`config.mk`:
```
export PLATFORM = sky130hd
export DESIGN_NAME = sum_reader
export DESIGN_NICKNAME = d
export VERILOG_FILES = /design/src/rtl/sum_reader.sv
export SDC_FILE = /design/constraint.sdc
export NUM_CORES = 1
export LEC_CHECK = 0
export CELL_PAD_IN_SITES_DETAIL_PLACEMENT = 0
export CELL_PAD_IN_SITES_GLOBAL_PLACEMENT = 1
export CORE_MARGIN = 10
export CORE_UTILIZATION = 29
export CTS_CLUSTER_SIZE = 24
export DETAILED_ROUTE_END_ITERATION = 12
export DONT_BUFFER_PORTS = 1
export PLACE_DENSITY = 0.5
export SLEW_MARGIN = 20
export SYNTH_ARGS = -nofsm -noshare
export SYNTH_HDL_FRONTEND = slang
export SYNTH_SLANG_ARGS = --single-unit
```
`constraint.sdc`:
```
create_clock -name clk -period 19.4 [get_ports clk]
set_clock_uncertainty 0.15 [all_clocks]
set_input_delay 2.91 -clock clk [delete_from_list [all_inputs] [get_ports clk]]
set_output_delay 2.91 -clock clk [all_outputs]
set_load 0.005 [all_outputs]
```
`src/rtl/sum_reader.sv`:
```
// Serialises a captured vector of signed accumulator lanes into scaled, saturated output words.
// The design accepts a new frame in the same cycle that the previous frame's last word is taken.
//
// state   | meaning
// --------+---------------------------------------------------------------
// ST_IDLE | no frame held; sum_ready high, out_valid low
// ST_EMIT | holding a frame; presenting lane out_index until it is taken
module sum_reader #(
    parameter int LANES  = 16,
    parameter int LANE_W = 32,
    parameter int OUT_W  = 16,
    parameter int SHIFT  = 8
) (
    input  logic                      clk,
    input  logic                      rst,
    input  logic [LANES*LANE_W-1:0]   sum_in,
    input  logic                      sum_valid,
    output logic                      sum_ready,
    output logic [OUT_W-1:0]          out_data,
    output logic                      out_valid,
    input  logic                      out_ready,
    output logic [3:0]                out_index,
    output logic                      out_last,
    output logic                      out_sat,
    output logic [15:0]               frame_cnt
);

    typedef enum logic {ST_IDLE, ST_EMIT} state_t;

    localparam logic [3:0] LAST_IDX = 4'(LANES - 1);
    localparam logic signed [LANE_W-1:0] SAT_MAX = LANE_W'((64'sd1 <<< (OUT_W - 1)) - 64'sd1);
    localparam logic signed [LANE_W-1:0] SAT_MIN = LANE_W'(-(64'sd1 <<< (OUT_W - 1)));

    state_t             state_q;
    logic [LANE_W-1:0]  hold_q [LANES];
    logic               take;
    logic               take_last;
    logic               accept;
    logic [3:0]         next_idx;
    logic [OUT_W:0]     first_word;
    logic [OUT_W:0]     next_word;

    // Returns {sat, data}: lane shifted arithmetically, then clipped to the output range.
    function automatic logic [OUT_W:0] scale_lane(input logic [LANE_W-1:0] lane);
        logic signed [LANE_W-1:0] t;
        t = $signed(lane) >>> SHIFT;
        if (t > SAT_MAX)
            return {1'b1, SAT_MAX[OUT_W-1:0]};
        else if (t < SAT_MIN)
            return {1'b1, SAT_MIN[OUT_W-1:0]};
        else
            return {1'b0, t[OUT_W-1:0]};
    endfunction

    assign take      = out_valid && out_ready;
    assign take_last = take && out_last;
    assign sum_ready = !rst && ((state_q == ST_IDLE) || take_last);
    assign accept    = sum_valid && sum_ready;

    // Lane 0 of a newly accepted frame comes straight from sum_in so it appears one cycle after accept.
    always_comb begin
        next_idx   = out_index + 4'd1;
        first_word = scale_lane(sum_in[LANE_W-1:0]);
        next_word  = scale_lane(hold_q[next_idx]);
    end

    always_ff @(posedge clk) begin
        if (rst) begin
            state_q   <= ST_IDLE;
            out_valid <= 1'b0;
            out_data  <= '0;
            out_index <= '0;
            out_last  <= 1'b0;
            out_sat   <= 1'b0;
            frame_cnt <= '0;
            for (int i = 0; i < LANES; i++)
                hold_q[i] <= '0;
        end else begin
            if (take_last)
                frame_cnt <= frame_cnt + 16'd1;

            if (accept) begin
                for (int i = 0; i < LANES; i++)
                    hold_q[i] <= sum_in[i*LANE_W +: LANE_W];
                state_q   <= ST_EMIT;
                out_valid <= 1'b1;
                out_index <= '0;
                out_last  <= (LANES == 1);
                out_data  <= first_word[OUT_W-1:0];
                out_sat   <= first_word[OUT_W];
            end else if (take_last) begin
                state_q   <= ST_IDLE;
                out_valid <= 1'b0;
                out_last  <= 1'b0;
            end else if (take) begin
                out_index <= next_idx;
                out_last  <= (next_idx == LAST_IDX);
                out_data  <= next_word[OUT_W-1:0];
                out_sat   <= next_word[OUT_W];
            end
        end
    end

endmodule

```
==> summary.txt <==
Status = finished, final reports clean
CTS H-tree lvls = 2
Worst r2r src = out_index[0]
Largest cells by area after synthesis = edfxtp_1 60%, mux4_2 9.8%, and3_1 8.0%, nor2b_1 5.1%, dfxtp_1 4.0%
Dpl hpwl = 41000 um
Pleak = 0.00821 uW
Number of CTS-inserted buffers = 51
Number of port buffers = 0
CTS Root Cell = clkbuf_16
WL per Instance = 28.0 um
Drt pass-1 iters = 6
Finish-stage setup viols = 0
Worst Hold Path EP = frame_cnt[1]
Antenna viol nets, final = 0
Maximum clock rate = 146 MHz
Site Rows = 94
All-layer global routing usage = 0.150
CP Data Required Time = 16.34 ns
Placed standard-cell area = 20000 um2
Multi-input logic area = 6440 um2
I/O Pins = 556
Die Y = 278 um
Hold Path Origin = frame_cnt[1]
Crit Reg-Reg Endpoint = out_data[7]
Final hold vios = 0
Cell area power density = 104 nW/um2
Post-Synthesis Cells = 1278
Register-to-Register Setup Slack = 13.84 ns
Fin nets = 1750
CP Capture Type = primary output
Min Tclk post-route = 6.83 ns
Syn nets = 1797
Tcrit/Tclk final = 0.352
Initial Util = 0.293
Clk pin slew, worst setup/hold paths = 0.06 ns
Register area share after synthesis = 0.639
Worst Path Arrival = 3.77 ns
Synth cell types = 44
CP Launch Type = input pin
#FFs+latches synth = 423
Worst VDD drop = 55.5 uV
Core Box Area = 65900 um2
Largest net degree at the start of global routing = 244
Die W = 278 um
Top cell type's share of synthesized area = 0.598
Largest fanout on the critical path = 34
Gp weighted congestion = 0.715
DRC Markers = 0
Worst-skew pair later-pin latency = 0.59 ns
Initial antenna violation count = 41
Area grow syn2layout = 13.0%
Total number of vias = 10773
FF/Latch Area = 12300 um2
Worst-Margin Slew = 1.10 ns
Via-to-Cell Ratio = 5.00
Post-cts resize count = 0
Fillers = 6412
Slew margin rel. = 0.268
Max-Cap Viols = 0
DIE AREA = 77200 um2
Number of setup buffers added after CTS = 0
Clock sink total = 423
Mean Syn Cell Area = 15.1 um2
Largest area contributor in the netlist = edfxtp_1
CTS tree = done
Hold depth = 2
Routed WL = 60200 um
GR Overflow Total = 0
Mapped cell area = 19300 um2
RSZ-0062 raised after global routing = false
HP Class = reg -> reg
CTS Hold Bufs = 0
Layout Cell Area excl Fill = 21800 um2
Total number of yosys warnings = 0
Crit path kind = in -> out
Cells on worst reg2reg path = 10
Layout cells sized above 1 = 0.154
Max-slew violations = 0
Vias in the first global route = 11536
1st-iter DRT viols = 670
Final setup TNS = 0 ns
First-pass GRT wire length = 85000 um
Max clock buf depth = 3
==> placed cells by master (no fill, tap or decap), drive strengths merged, types with 3 or more instances in the layout <==
master,Yosys,layout
a21oi,24,24
bufinv,0,9
ha,3,3
buf,27,15
or3,3,3
xnor2,5,5
dfxtp,39,39
or2,3,3
nor3,4,4
edfxtp,384,384
nand2,30,30
diode,0,17
nor2,41,41
nand3,4,4
mux4,98,98
xor2,12,12
nand4,9,9
nor2b,158,158
clkbuf,87,63
a211oi,15,15
nor4,5,5
a311oi,14,14
o21ai,19,19
clkinv,0,19
clkinvlp,0,4
inv,2,3
mux2i,38,38
and3,245,245
==> kinds of logic after synthesis <==
kind of cell               share of synthesized area
and+or+nand+nor                                0.154
AOI/OAI and AO/OA                             0.0296
muxes                                          0.137
buffers and inverters                         0.0298
adders and majority gates                    0.00195
xor gates and xnor gates                     0.00870
DFF                                            0.639
==> worst max-delay path: stages <==
cell     delay, ns
nand3_1       0.24
a21oi_4       0.22
buf_4         0.39
==> worst max path at each step <==
stage                     startpoint        endpoint  slack (ns)  cells past startpoint
after floorplan            out_ready   hold_q[0][10]        4.05                      6
after global placement     out_ready  hold_q[12][23]       12.08                      7
after detailed placement   out_ready  hold_q[13][23]       11.98                      7
after CTS                  out_ready       sum_ready       12.57                      3
after global routing       out_ready  hold_q[13][23]       12.32                      7
final                      out_ready       sum_ready       12.57                      3
==> sequential cells by signal, summed over array words and instances, names as in the netlist <==
name and flops:
out_last 1, out_index 4, frame_cnt 16, state_q 1, out_data 16, out_sat 1
hold_q 384
==> per-stage QoR <==
step           total power [uW]  cells  hold slack [ns]  utilization  setup WS, ns
2_1_floorplan              1260   1278            0.331            -          4.05
3_3_place_gp               1290   2041            0.353        0.303         12.08
3_5_place_dp               1290   2041            0.366        0.303         11.98
4_1_cts                    2310   2137            0.375        0.330         12.57
5_1_grt                    2370   2143            0.420        0.330         12.32
6_report                   2270   2155            0.377        0.331         12.57
==> final cells by class <==
class | instances | share of cell area
antenna | 17 | 0.00195
clock buffer | 63 | 0.0621
clock inverter | 33 | 0.0187
inverter | 2 | 0.000345
multi-input combinational | 738 | 0.295
sequential | 423 | 0.565
tap | 864 | 0.0496
timing repair buffer | 15 | 0.00666
==> metal layers <==
metal  track usage  vias to the layer above  wire [um]
met1         0.166                     5444      22600
met4        0.0363                       26       1230
li1              -                     4875          -
met5             0                        -        172
met3        0.0538                      125       4460
met2         0.269                      303      31800
==> power by group <==
part / total [uW] / internal, uW / switching [uW] / leakage (uW)
logic: 179 / 78.9 / 100 / 0.00301
registers: 1090 / 1070 / 22.3 / 0.00435
clock network: 1010 / 615 / 390 / 0.000849
==> cells in the mapped netlist (all sizes together) <==
| cell type | number |
|---|---|
| a2111oi | 1 |
| and2 | 1 |
| nor4 | 5 |
| nor2b | 158 |
| dfxtp | 39 |
| a22oi | 1 |
| xor2 | 12 |
| or2 | 3 |
| o21a | 1 |
| inv | 2 |
| xnor2 | 5 |
| and3 | 245 |
| edfxtp | 384 |
| o31ai | 1 |
| a21oi | 24 |
| nand2b | 1 |
| nor2 | 41 |
| clkbuf | 87 |
| buf | 27 |
| a211oi | 15 |
| dlygate4sd1 | 1 |
| nand4b | 1 |
| ha | 3 |
| or3 | 3 |
| a311oi | 14 |
| nand4 | 9 |
| mux4 | 98 |
| nand2 | 30 |
| mux2i | 38 |
| nor3 | 4 |
| o32ai | 1 |
| nand3 | 4 |
| o21ai | 19 |
Power figures use the tool's default switching activity.
